--- src/rtl/step_pulse_gen.sv ---
`default_nettype none
// ============================================================================
// Module   : step_pulse_gen
// Purpose  : Debounced button level -> single-cycle step pulses, with optional
//            hold-to-auto-repeat (enabled by defining STEP_AUTOREPEAT_EN).
// Revision : 1.0  initial release
// ============================================================================
module step_pulse_gen #(
    parameter int HOLD_TICKS   = 500,
    parameter int REPEAT_TICKS = 100,
    parameter int CW           = 10
) (
    input  logic       clk,
    input  logic       rst_n,
    input  logic       btn,
    input  logic       tick,
    output logic       step,
    output logic       held,
    output logic [7:0] step_count
);

    typedef enum logic [1:0] {
        ST_IDLE   = 2'd0,
        ST_ARMED  = 2'd1,
        ST_REPEAT = 2'd2
    } state_t;

    localparam logic [CW-1:0] C_HOLD_LAST   = CW'(HOLD_TICKS - 1);
    localparam logic [CW-1:0] C_REPEAT_LAST = CW'(REPEAT_TICKS - 1);

    state_t     r_state;
    state_t     w_state_nxt;
    logic       w_step_nxt;
    logic       r_step;
    logic       r_held;
    logic [7:0] r_step_count;

`ifdef STEP_AUTOREPEAT_EN
    logic [CW-1:0] r_cnt;
    logic [CW-1:0] w_cnt_nxt;
    logic [CW-1:0] w_cnt_last;

    // Terminal count depends on whether we are waiting for the first repeat.
    assign w_cnt_last = (r_state == ST_ARMED) ? C_HOLD_LAST : C_REPEAT_LAST;

    always_comb begin
        w_state_nxt = r_state;
        w_cnt_nxt   = r_cnt;
        w_step_nxt  = 1'b0;
        case (r_state)
            ST_IDLE: begin
                if (btn) begin
                    w_step_nxt  = 1'b1;
                    w_cnt_nxt   = '0;
                    w_state_nxt = ST_ARMED;
                end
            end
            ST_ARMED, ST_REPEAT: begin
                // Release takes priority over a coincident terminal tick.
                if (!btn) begin
                    w_state_nxt = ST_IDLE;
                    w_cnt_nxt   = '0;
                end else if (tick) begin
                    if (r_cnt == w_cnt_last) begin
                        w_step_nxt  = 1'b1;
                        w_cnt_nxt   = '0;
                        w_state_nxt = ST_REPEAT;
                    end else begin
                        w_cnt_nxt = r_cnt + 1'b1;
                    end
                end
            end
            default: begin
                w_state_nxt = ST_IDLE;
                w_cnt_nxt   = '0;
            end
        endcase
    end

    always_ff @(posedge clk or negedge rst_n) begin
        if (!rst_n) begin
            r_cnt <= '0;
        end else begin
            r_cnt <= w_cnt_nxt;
        end
    end
`else
    // Single-shot build: the tick and hold/repeat timing are not used.
    logic unused_cfg;
    assign unused_cfg = ^{tick, C_HOLD_LAST, C_REPEAT_LAST};

    always_comb begin
        w_state_nxt = r_state;
        w_step_nxt  = 1'b0;
        case (r_state)
            ST_IDLE: begin
                if (btn) begin
                    w_step_nxt  = 1'b1;
                    w_state_nxt = ST_ARMED;
                end
            end
            ST_ARMED: begin
                if (!btn) begin
                    w_state_nxt = ST_IDLE;
                end
            end
            default: begin
                w_state_nxt = ST_IDLE;
            end
        endcase
    end
`endif

    always_ff @(posedge clk or negedge rst_n) begin
        if (!rst_n) begin
            r_state      <= ST_IDLE;
            r_step       <= 1'b0;
            r_held       <= 1'b0;
            r_step_count <= 8'd0;
        end else begin
            r_state <= w_state_nxt;
            r_step  <= w_step_nxt;
            r_held  <= (w_state_nxt != ST_IDLE);
            if (r_step) begin
                r_step_count <= r_step_count + 8'd1;
            end
        end
    end

    assign step       = r_step;
    assign held       = r_held;
    assign step_count = r_step_count;

endmodule
`default_nettype wire

--- config.mk ---
export PLATFORM = sky130hd
export DESIGN_NAME = step_pulse_gen
export DESIGN_NICKNAME = d
export VERILOG_FILES = /design/src/rtl/step_pulse_gen.sv
export SDC_FILE = /design/constraint.sdc
export NUM_CORES = 1
export LEC_CHECK = 0
export CORE_AREA = 8 8 45 47
export DETAILED_ROUTE_END_ITERATION = 10
export DIE_AREA = 0 0 53 55
export PLACE_DENSITY = 0.62
export SYNTH_ARGS = -nofsm -noshare
export SYNTH_HDL_FRONTEND = slang
export SYNTH_SLANG_ARGS = --single-unit
--- constraint.sdc ---
create_clock -name clk -period 2.85 [get_ports clk]
set_clock_uncertainty 0.05 [all_clocks]
set_input_delay 0.57 -clock clk [delete_from_list [all_inputs] [get_ports clk]]
set_output_delay 0.57 -clock clk [all_outputs]
set_load 0.1 [all_outputs]
# Yosys cells after proc, flatten, opt, wreduce, memory -nomap -nowiden
# Cells that the tools add are included.
[word_totals]
ff_bits = 12
input_bits = 4
output_inout_bits = 10
elab_cells = 13
[op_classes]
n_addsub = 1
n_eq_ne = 1
n_mux = 5
n_reduce_logical = 2
[op_table]
columns = ["operator", "n"]
rows = [
  ["adder 8 x 1 -> 8 bit, second input constant", 1],
  ["two-way mux 2 bit", 2],
  ["one-hot mux 2 bit (2 select lines)", 1],
  ["== test 2 x 1 -> 1 bit, second input constant", 1],
  ["logical NOT 2 bit", 1],
  ["two-way mux 1 bit", 2],
  ["nonzero test 2 bit", 1],
]

# Logic depth before layout (Yosys ltp)
# Gate-level depths: netlist of run 1.
[logic_depth]
ltp_word = 3
ltp_mapped = 4
depth_no_buf = 4

# Least setup slack after synthesis of run 1
# OpenSTA, ideal clock, no wires.
[synth_timing]
path_type = "flip-flop to flip-flop"
startpoint = "register r_step_count[0], in the netlist step_count[0]"
endpoint = "register r_step_count[6], in the netlist step_count[6]"
setup_ns = 0.162
arrival_ns = 1.612
t_required_ns = 2.638
path_slack_ns = 1.026
stages_incl_launch_ff = 5
path_buffers = 0
period_less_slack_ns = 1.824
cell_sequence = "dfrtp_1 -> ha_1 -> nand4_1 -> nor2_1 -> xor2_1"
[synth_via]
elab_chain_cells = 1
[synth_lines]
columns = ["item", "line", "rtl"]
rows = [
  ["start, declared", "36", "logic [7:0] r_step_count;"],
  ["start signal, assigned", "125", "r_step_count <= r_step_count + 8'd1;"],
  ["adder 8 x 1 -> 8 bit", "125", ""],
]
# Every way passes these cells.
# A chain may end at the register's enable or synchronous reset.

# Worst setup path after layout of run 1
[layout_timing]
startpoint = "register r_step, in the netlist step"
endpoint = "output step"
[layout_lines]
columns = ["item", "line", "rtl"]
rows = [
  ["start, declared", "34", "logic r_step;"],
  ["start signal, assigned", "122", "r_step <= w_step_nxt;"],
  ["end, declared", "17", "output logic step,"],
]
# No word-level cell between the ends.

==> impl_metrics.py, run 1 <==
metrics = {
    "logic_synthesis": {
        "synth_area_per_cell_um2": 13.73,
        "synth_nets": 38,
        "yosysWarnings": 0,
        "synth-seq-cells": 12,
        "postSynthCellCount": 33,
        "synth_area_um2": 452.9,
        "seq_area_frac_synth_pct": 66.30,
        "netlist-cell-type-count": 13,
    },
    "detailed_routing": {
        "dr.pass1.iters": 2,
        "ant_nets": 0,
        "routed_wl_um": 755,
        "vias": 294,
        "viasPerCell": 4.594,
        "avgRoutedWirePerCell_um": 11.80,
        "dr.first_iter.drc_count": 2,
        "drc": 0,
    },
    "clock_network": {
        "cts_tree": "yes",
        "clk_latency_ns": 0.26,
        "cts_buffers": 3,
        "cts_root_buf": "clkbuf_4",
        "post-cts-setup-buffers": 0,
        "clk_pin_slew_ns": 0.06,
        "htree_levels": 1,
        "cts.sinks": 12,
        "ctsResizeCount": 0,
        "clk_path_buf_depth": 2,
        "hold_buffers": 0,
    },
    "die": {
        "rows": 14,
        "fp.dieArea_mm2": 0.002915,
        "initial_utilization_pct": 32.73,
        "core_mm2": 0.001384,
        "io_pins": 14,
        "die_w_um": 53,
        "die_y_um": 55,
    },
    "global_routing": {
        "grt_pass1_vias": 317,
        "grt_pass1_wl_um": 1338,
        "antenna_found_initial": 0,
        "grt_max_degree": 13,
        "overflow": 0,
        "grt_usage_pct": 6.302,
    },
    "hold_path": {
        "hold_path_class": "flop to flop",
        "hold_depth": 1,
    },
    "setup_path": {
        "slowest_stage": "dfrtp_1",
        "worstPathMaxFanout": 6,
        "cp_num_cells": 1,
        "cp.buffers_inverters": 1,
        "crit_arrival_ns": 1.03,
        "cp_slowest_stage_delay_ns": 0.44,
        "crit_family": "flip-flops",
        "critical_path.startpoint_type": "flop",
        "critical_path_class": "flop to output pin",
        "worstPathCellList": "buf_4",
        "r2r_cells": 4,
        "cp_data_required_time_ns": 2.23,
        "cp-end-kind": "output pin",
    },
    "flow_run": {
        "maxCapViolations": 0,
    },
    "sta": {
        "period_minus_slack_ns": 1.651,
        "min_period_over_period_pct": 57.94,
        "timing.final.setup_violations": 0,
        "slew_headroom_pct": 64.59,
        "fin_ws_ns": 1.199,
        "worst_slew_pin_slew_ns": 0.5295,
        "finalMaxSlewViolations": 0,
        "fmax_ghz": 0.6056,
        "grt_setup_unrepaired": "no",
        "setup_tns_ns": 0,
        "final_hold_viol_count": 0,
    },
    "final_layout": {
        "nets": 55,
        "final_common_cell": "dfrtp_1",
        "utilization_pct": 42.68,
        "syn_to_final_growth_pct": 30.39,
        "finalNonFillerCells": 64,
        "mostFrequentLayoutCells": "12 x dfrtp_1, 10 x buf_4, 4 x xnor2_1",
        "drive_gt1_share_pct": 31.25,
        "antennaDiodeCount": 0,
    },
    "status": {
        "status": "finished clean",
    },
    "place": {
        "gp_congestion": 0.6776,
        "hpwl_um": 585.3,
        "place_inst": 61,
        "dp_slack_ns": 1.395,
        "portBuffers": 12,
    },
}
[cells in the mapped netlist]
cell / count / area (um2)
mux2_2: 1 / 11.26
nand4_1: 1 / 6.260
xnor2_1: 4 / 35.03
ha_1: 1 / 12.51
nor2_1: 1 / 3.750
dfrtp_1: 12 / 300.3
nand2_1: 2 / 7.510
and3_1: 1 / 6.260
xor2_1: 3 / 26.28
conb_1: 1 / 3.750
nand3_1: 2 / 10.01
nor2b_1: 3 / 18.77
and4_4: 1 / 11.26
[cells by family (layout without fill, tap and decap cells)]
kind of cell	Yosys count	count (layout)	synth area share (%)
multiplexers	1	1	2.486
other	1	1	0.8279
AND/OR/NAND/NOR	11	11	14.09
buffers and inverters	0	15	0
flip-flops	12	12	66.30
XOR/XNOR	7	7	13.54
adder cells (fa/ha/maj)	1	1	2.762
[final timing paths]
| check | slack [ns] | start | to |
|---|---|---|---|
| setup / recovery | 1.20 | step | step |
| hold / removal | 0.35 | r_state[0] | step |
| setup reg to reg | 1.70 | step_count[0] | step_count[6] |
| hold reg to reg | 0.35 | r_state[0] | step |
| max in group asynchronous | 1.79 | rst_n | r_state[1] |
| min in group asynchronous | 0.60 | rst_n | step_count[5] |
[worst register-to-register path, cell delays in order, from the launching register on]
cell     delay, ns
dfrtp_1       0.41
ha_1          0.19
nand4_1       0.14
nor2_1        0.14
xor2_1        0.15
[cell type report]
cell class,count,area (um2)
Clock buffer,3,22.52
Fill cell,131,793.3
Multi-Input combinational cell,21,152.6
Sequential cell,12,300.3
Tap cell,16,20.02
Timing Repair Buffer,12,95.09
[state kept, by name (all words and copies together), names as in the netlist]
name        flops
step_count      8
r_state         2
held            1
step            1
[through the flow]
stage          hold slack (ns)  area [um2]
5_1_grt                 0.3720       590.6
6_report                0.3457       590.6
3_3_place_gp            0.3346       568.0
3_5_place_dp            0.3440       568.0
4_1_cts                 0.3530       590.6
2_1_floorplan           0.2244       452.9
[metal layers]
metal	track usage, %	share of wire, %	vias up
met5	0	0	-
met4	1.293	0	0
met3	5.615	15	0
met2	9.180	47	12
li1	-	-	139
met1	6.750	38	143
Power of run 1 is not shown: default switching activity piles up to over one toggle a cycle in this logic, so the estimate is an artifact.
==> run 2: changes to the inputs <==
Clock period 2.85 ns to 1.6 ns, I/O delays scaled along.
==> run 2 against run 1 <==
Effect of this change:
- setup slack got worse by 0.91 ns
- via count increased by 0.68%
- count of clock-buffer cells in the layout increased by 1
- final cell count increased by 1.6%
- core utilization increased by 9.9 points
- sequential share of layout area decreased by 8.4 points
- non-clock buffer count unchanged
- hold slack got worse by 0.0095 ns
- critical endpoint is now step_count[3]
- routed wire length increased by 6.2%
- cell area increased by 23%
==> impl_metrics.py, run 2 (synthesis gave the netlist of run 1 again) <==
metrics = {
    "die": {
        "die_y_um": 55,
        "initial_utilization_pct": 32.73,
        "core_mm2": 0.001384,
        "io_pins": 14,
        "fp.dieArea_mm2": 0.002915,
        "rows": 14,
        "die_w_um": 53,
    },
    "hold_path": {
        "hold_start": "r_state[0]",
        "hold_path_class": "flop to flop",
        "min_to": "step",
        "hold_depth": 1,
    },
    "sta": {
        "setup_tns_ns": 0,
        "slew_headroom_pct": 65.84,
        "timing.final.setup_violations": 0,
        "final_hold_viol_count": 0,
        "min_period_over_period_pct": 82.13,
        "period_minus_slack_ns": 1.314,
        "grt_setup_unrepaired": "no",
        "worst_slew_pin_slew_ns": 0.5108,
        "finalMaxSlewViolations": 0,
        "fmax_ghz": 0.7610,
    },
    "setup_path": {
        "slowest_stage": "dfrtp_1",
        "cp_data_required_time_ns": 1.23,
        "r2r_setup_slack_ns": 0.40,
        "crit_family": "flip-flops",
        "r2r-start": "step_count[0]",
        "cp-end-kind": "output pin",
        "crit_arrival_ns": 0.94,
        "worstPathMaxFanout": 5,
        "critical_path.startpoint_type": "flop",
        "cp_slowest_stage_delay_ns": 0.47,
        "critical_path_class": "flop to output pin",
        "cp.buffers_inverters": 1,
        "r2r_cells": 4,
        "worstPathCellList": "buf_12",
        "r2r-end": "step_count[6]",
    },
    "detailed_routing": {
        "viasPerCell": 4.554,
        "ant_nets": 0,
        "dr.first_iter.drc_count": 5,
        "avgRoutedWirePerCell_um": 12.34,
        "routed_wl_um": 802,
        "dr.pass1.iters": 4,
        "drc": 0,
        "vias": 296,
    },
    "status": {
        "status": "finished clean",
    },
    "clock_network": {
        "cts_tree": "yes",
        "htree_levels": 1,
        "clk_path_buf_depth": 2,
        "cts.sinks": 12,
        "cts_buffers": 3,
        "clk_pin_slew_ns": 0.07,
        "hold_buffers": 0,
        "ctsResizeCount": 0,
        "cts_root_buf": "clkbuf_4",
        "post-cts-setup-buffers": 0,
        "clk_latency_ns": 0.26,
    },
    "global_routing": {
        "antenna_found_initial": 0,
        "grt_usage_pct": 7.024,
        "overflow": 0,
        "grt_pass1_wl_um": 1511,
        "grt_max_degree": 13,
        "grt_pass1_vias": 331,
    },
    "place": {
        "gp_congestion": 0.7008,
        "portBuffers": 12,
        "place_inst": 61,
    },
    "final_layout": {
        "syn_to_final_growth_pct": 60.77,
        "drive_gt1_share_pct": 44.90,
        "largest_register_ffs": 8,
        "antennaDiodeCount": 0,
        "nets": 55,
        "final_common_cell": "buf_12",
        "finalNonFillerCells": 65,
        "nFillCells": 113,
        "mostFrequentLayoutCells": "10 x buf_12, 7 x dfrtp_2, 5 x dfrtp_1, 4 x xnor2_1",
    },
    "flow_run": {
        "maxCapViolations": 0,
    },
}
[run 2: worst max-delay path by stage]
stage,start,endpoint,slack [ns],cells past startpoint
after CTS,step_count[3],step_count[3],0.27,1
after global routing,step_count[3],step_count[3],0.24,1
after detailed placement,btn,step,0.36,3
after floorplan,step_count[3],step_count[6],-0.05,3
after global placement,btn,step,0.40,3
final,step_count[3],step_count[3],0.29,1
[run 2: per-stage QoR]
stage / cell area, um2 / hold slack (ns) / worst slack [ns] / util, %
2_1_floorplan: 461.7 / -0.02559 / -0.04550 / -
3_3_place_gp: 701.9 / 0.3391 / 0.3991 / 50.72
3_5_place_dp: 701.9 / 0.3413 / 0.3613 / 50.72
4_1_cts: 728.2 / 0.3378 / 0.2731 / 52.62
5_1_grt: 728.2 / 0.3469 / 0.2372 / 52.62
6_report: 728.2 / 0.3362 / 0.2859 / 52.62
[run 2: routing by layer]
layer  share of wire [%]  global-route usage (%)  vias to the layer above  wire length, um
met5                   0                       0                        -                0
met4                   0                   2.586                        0                0
met3                  12                   2.941                        0               95
met2                  58                   13.87                        8              465
met1                  30                   6.132                      149              241
li1                    -                       -                      139                -
[run 2: layout make-up]
cell class | instances | area (um2) | area share (%)
sequential | 12 | 309.0 | 42.44
tap | 16 | 20.02 | 2.749
clock buffer | 4 | 26.28 | 3.608
multi-input combinational | 21 | 152.6 | 20.96
timing repair buffer | 12 | 220.2 | 30.24
Power of run 2 is left out for the same reason.
==> run 3: changes to the inputs <==
Settings changed: PLACE_DENSITY 0.62 to 0.65.
Clock period 1.6 ns to 1.2 ns, I/O delays scaled along.
==> run 3 against run 2 <==
Effect of this change:
- the run now ends with setup timing left
- die area stayed put
- hold slack worse by 0.12 ns
- critical path depth is 1 higher
- cell area is 22% higher
- flip-flop and latch count stayed put
- setup slack worse by 0.42 ns
- count of clock-buffer cells in the layout stayed put
- global-route usage is 1.4 points higher
- sequential share of layout area is 5.4 points lower
- via count is 15% higher
- first-iteration DRC count is 80% lower
- critical path type unchanged
==> impl_metrics.py, run 3 (synthesis gave the netlist of run 1 again) <==
metrics = {
    "status": {
        "status": "complete, but fails checks",
        "violations": "setup timing",
    },
    "sta": {
        "setup_tns_ns": -0.4660,
        "fin_ws_ns": -0.1365,
        "min_period_over_period_pct": 111.4,
        "period_minus_slack_ns": 1.336,
        "fmax_ghz": 0.7482,
        "final_hold_viol_count": 0,
        "grt_setup_unrepaired": "yes",
        "timing.final.setup_violations": 9,
        "finalMaxSlewViolations": 0,
    },
    "flow_run": {
        "maxCapViolations": 0,
    },
    "global_routing": {
        "grt_max_degree": 13,
        "grt_pass1_wl_um": 1807,
        "antenna_found_initial": 0,
        "grt_pass1_vias": 400,
        "overflow": 0,
        "grt_usage_pct": 8.416,
    },
    "place": {
        "postPlaceCellArea_um2": 754.5,
        "hpwl_um": 741.3,
        "gp_congestion": 0.7127,
        "portBuffers": 12,
    },
    "hold_path": {
        "hold_path_class": "primary input to async pin",
    },
    "clock_network": {
        "clk_latency_ns": 0.27,
        "hold_buffers": 0,
        "clk_pin_slew_ns": 0.07,
        "clk_path_buf_depth": 2,
        "cts_buffers": 3,
        "cts_tree": "yes",
        "cts.sinks": 12,
        "htree_levels": 1,
        "cts_root_buf": "clkbuf_4",
    },
    "final_layout": {
        "syn_to_final_growth_pct": 96.41,
        "final_cell_area_um2": 889.6,
        "nFillCells": 108,
        "utilization_pct": 64.29,
        "antennaDiodeCount": 0,
        "largest_register_ffs": 8,
        "ff_latch_area_um2": 329.1,
        "nets": 68,
        "multi_input_area_um2": 175.2,
        "drive_gt1_share_pct": 66.13,
        "mostFrequentLayoutCells": "10 x buf_12, 10 x buf_4, 7 x dfrtp_4, 4 x xnor2_1",
    },
    "power_and_ir_drop": {
        "irDropWorstVdd_v": 0.002032,
        "total_power_mw": 2.541,
        "power_density_mw_per_mm2": 2857,
        "p_leak_nw": 0.3905,
    },
    "setup_path": {
        "worstPathMaxFanout": 2,
        "critical_path_class": "flop to output pin",
        "cp_data_required_time_ns": 0.91,
        "crit_arrival_ns": 1.05,
        "cp-end-kind": "output pin",
        "critical_path.startpoint_type": "flop",
    },
    "detailed_routing": {
        "routed_wl_um": 1043,
        "vias": 339,
        "dr.pass1.iters": 2,
        "drc": 0,
        "dr.first_iter.drc_count": 1,
        "viasPerCell": 4.346,
        "avgRoutedWirePerCell_um": 13.37,
        "ant_nets": 0,
    },
    "die": {
        "initial_utilization_pct": 32.73,
        "io_pins": 14,
        "die_y_um": 55,
        "core_mm2": 0.001384,
        "rows": 14,
        "fp.dieArea_mm2": 0.002915,
        "die_w_um": 53,
    },
}
-- run 3: changes by cell type in the layout (fill, tap and decap cells not counted), sizes merged --
cell / change
buf: +13
-- run 3: layout make-up --
class / count / share of cell area, %
clock buffer: 4 / 4.079
multi-input combinational: 21 / 19.69
tap: 16 / 2.250
timing repair buffer: 25 / 36.99
sequential: 12 / 36.99
-- run 3: through the flow --
| step | setup WS [ns] | hold slack (ns) | instances |
|---|---|---|---|
| floorplan | -0.1377 | -0.1056 | 33 |
| global placement | 0.03936 | 0.3385 | 63 |
| detailed placement | 0.02029 | 0.3322 | 63 |
| CTS | -0.1353 | 0.2163 | 77 |
| global route | -0.1662 | 0.2277 | 78 |
| finish | -0.1365 | 0.2161 | 78 |
-- run 3: path summary, 6_finish.rpt --
check | start | endpoint | slack [ns] | depth (start not counted)
setup / recovery | step_count[0] | step_count[0] | -0.14 | 2
hold / removal | rst_n | step_count[4] | 0.22 | 2
setup reg to reg | step_count[0] | step_count[1] | -0.08 | 3
hold reg to reg | r_state[0] | step | 0.35 | 1
max in group asynchronous | rst_n | step | 0.71 | 2
min in group clk | r_state[0] | step | 0.35 | 1
-- run 3: worst max-delay path, stage by stage, from the launching register on --
cell	delay (ns)
dfrtp_4	0.49
buf_6	0.13
buf_12	0.15
-- run 3: repair_timing --
| action | CTS | global route |
|---|---|---|
| pin swaps | 1 | 2 |
| gates resized for setup | 1 | 3 |
| setup buffers | 10 | 1 |
| setup endpoints to repair | 8 | 13 |
-- run 3: where the power goes --
part,total (mW),switching [mW],leakage (nW),internal (mW)
clock network,0.312,0.128,0.0210,0.184
registers,0.668,0.117,0.141,0.551
logic,1.56,0.912,0.229,0.650
-- run 3: per-layer routing --
metal / share of wire [%] / routed length, um / up-vias / global-route usage [%]
met3: 8.3 / 87 / 0 / 2.139
li1: - / - / 165 / -
met1: 33 / 345 / 164 / 8.202
met2: 58 / 610 / 10 / 15.43
met4: 0 / 0 / 0 / 5.603
met5: 0 / 0 / - / 0
(Power assumes the default switching activity.)
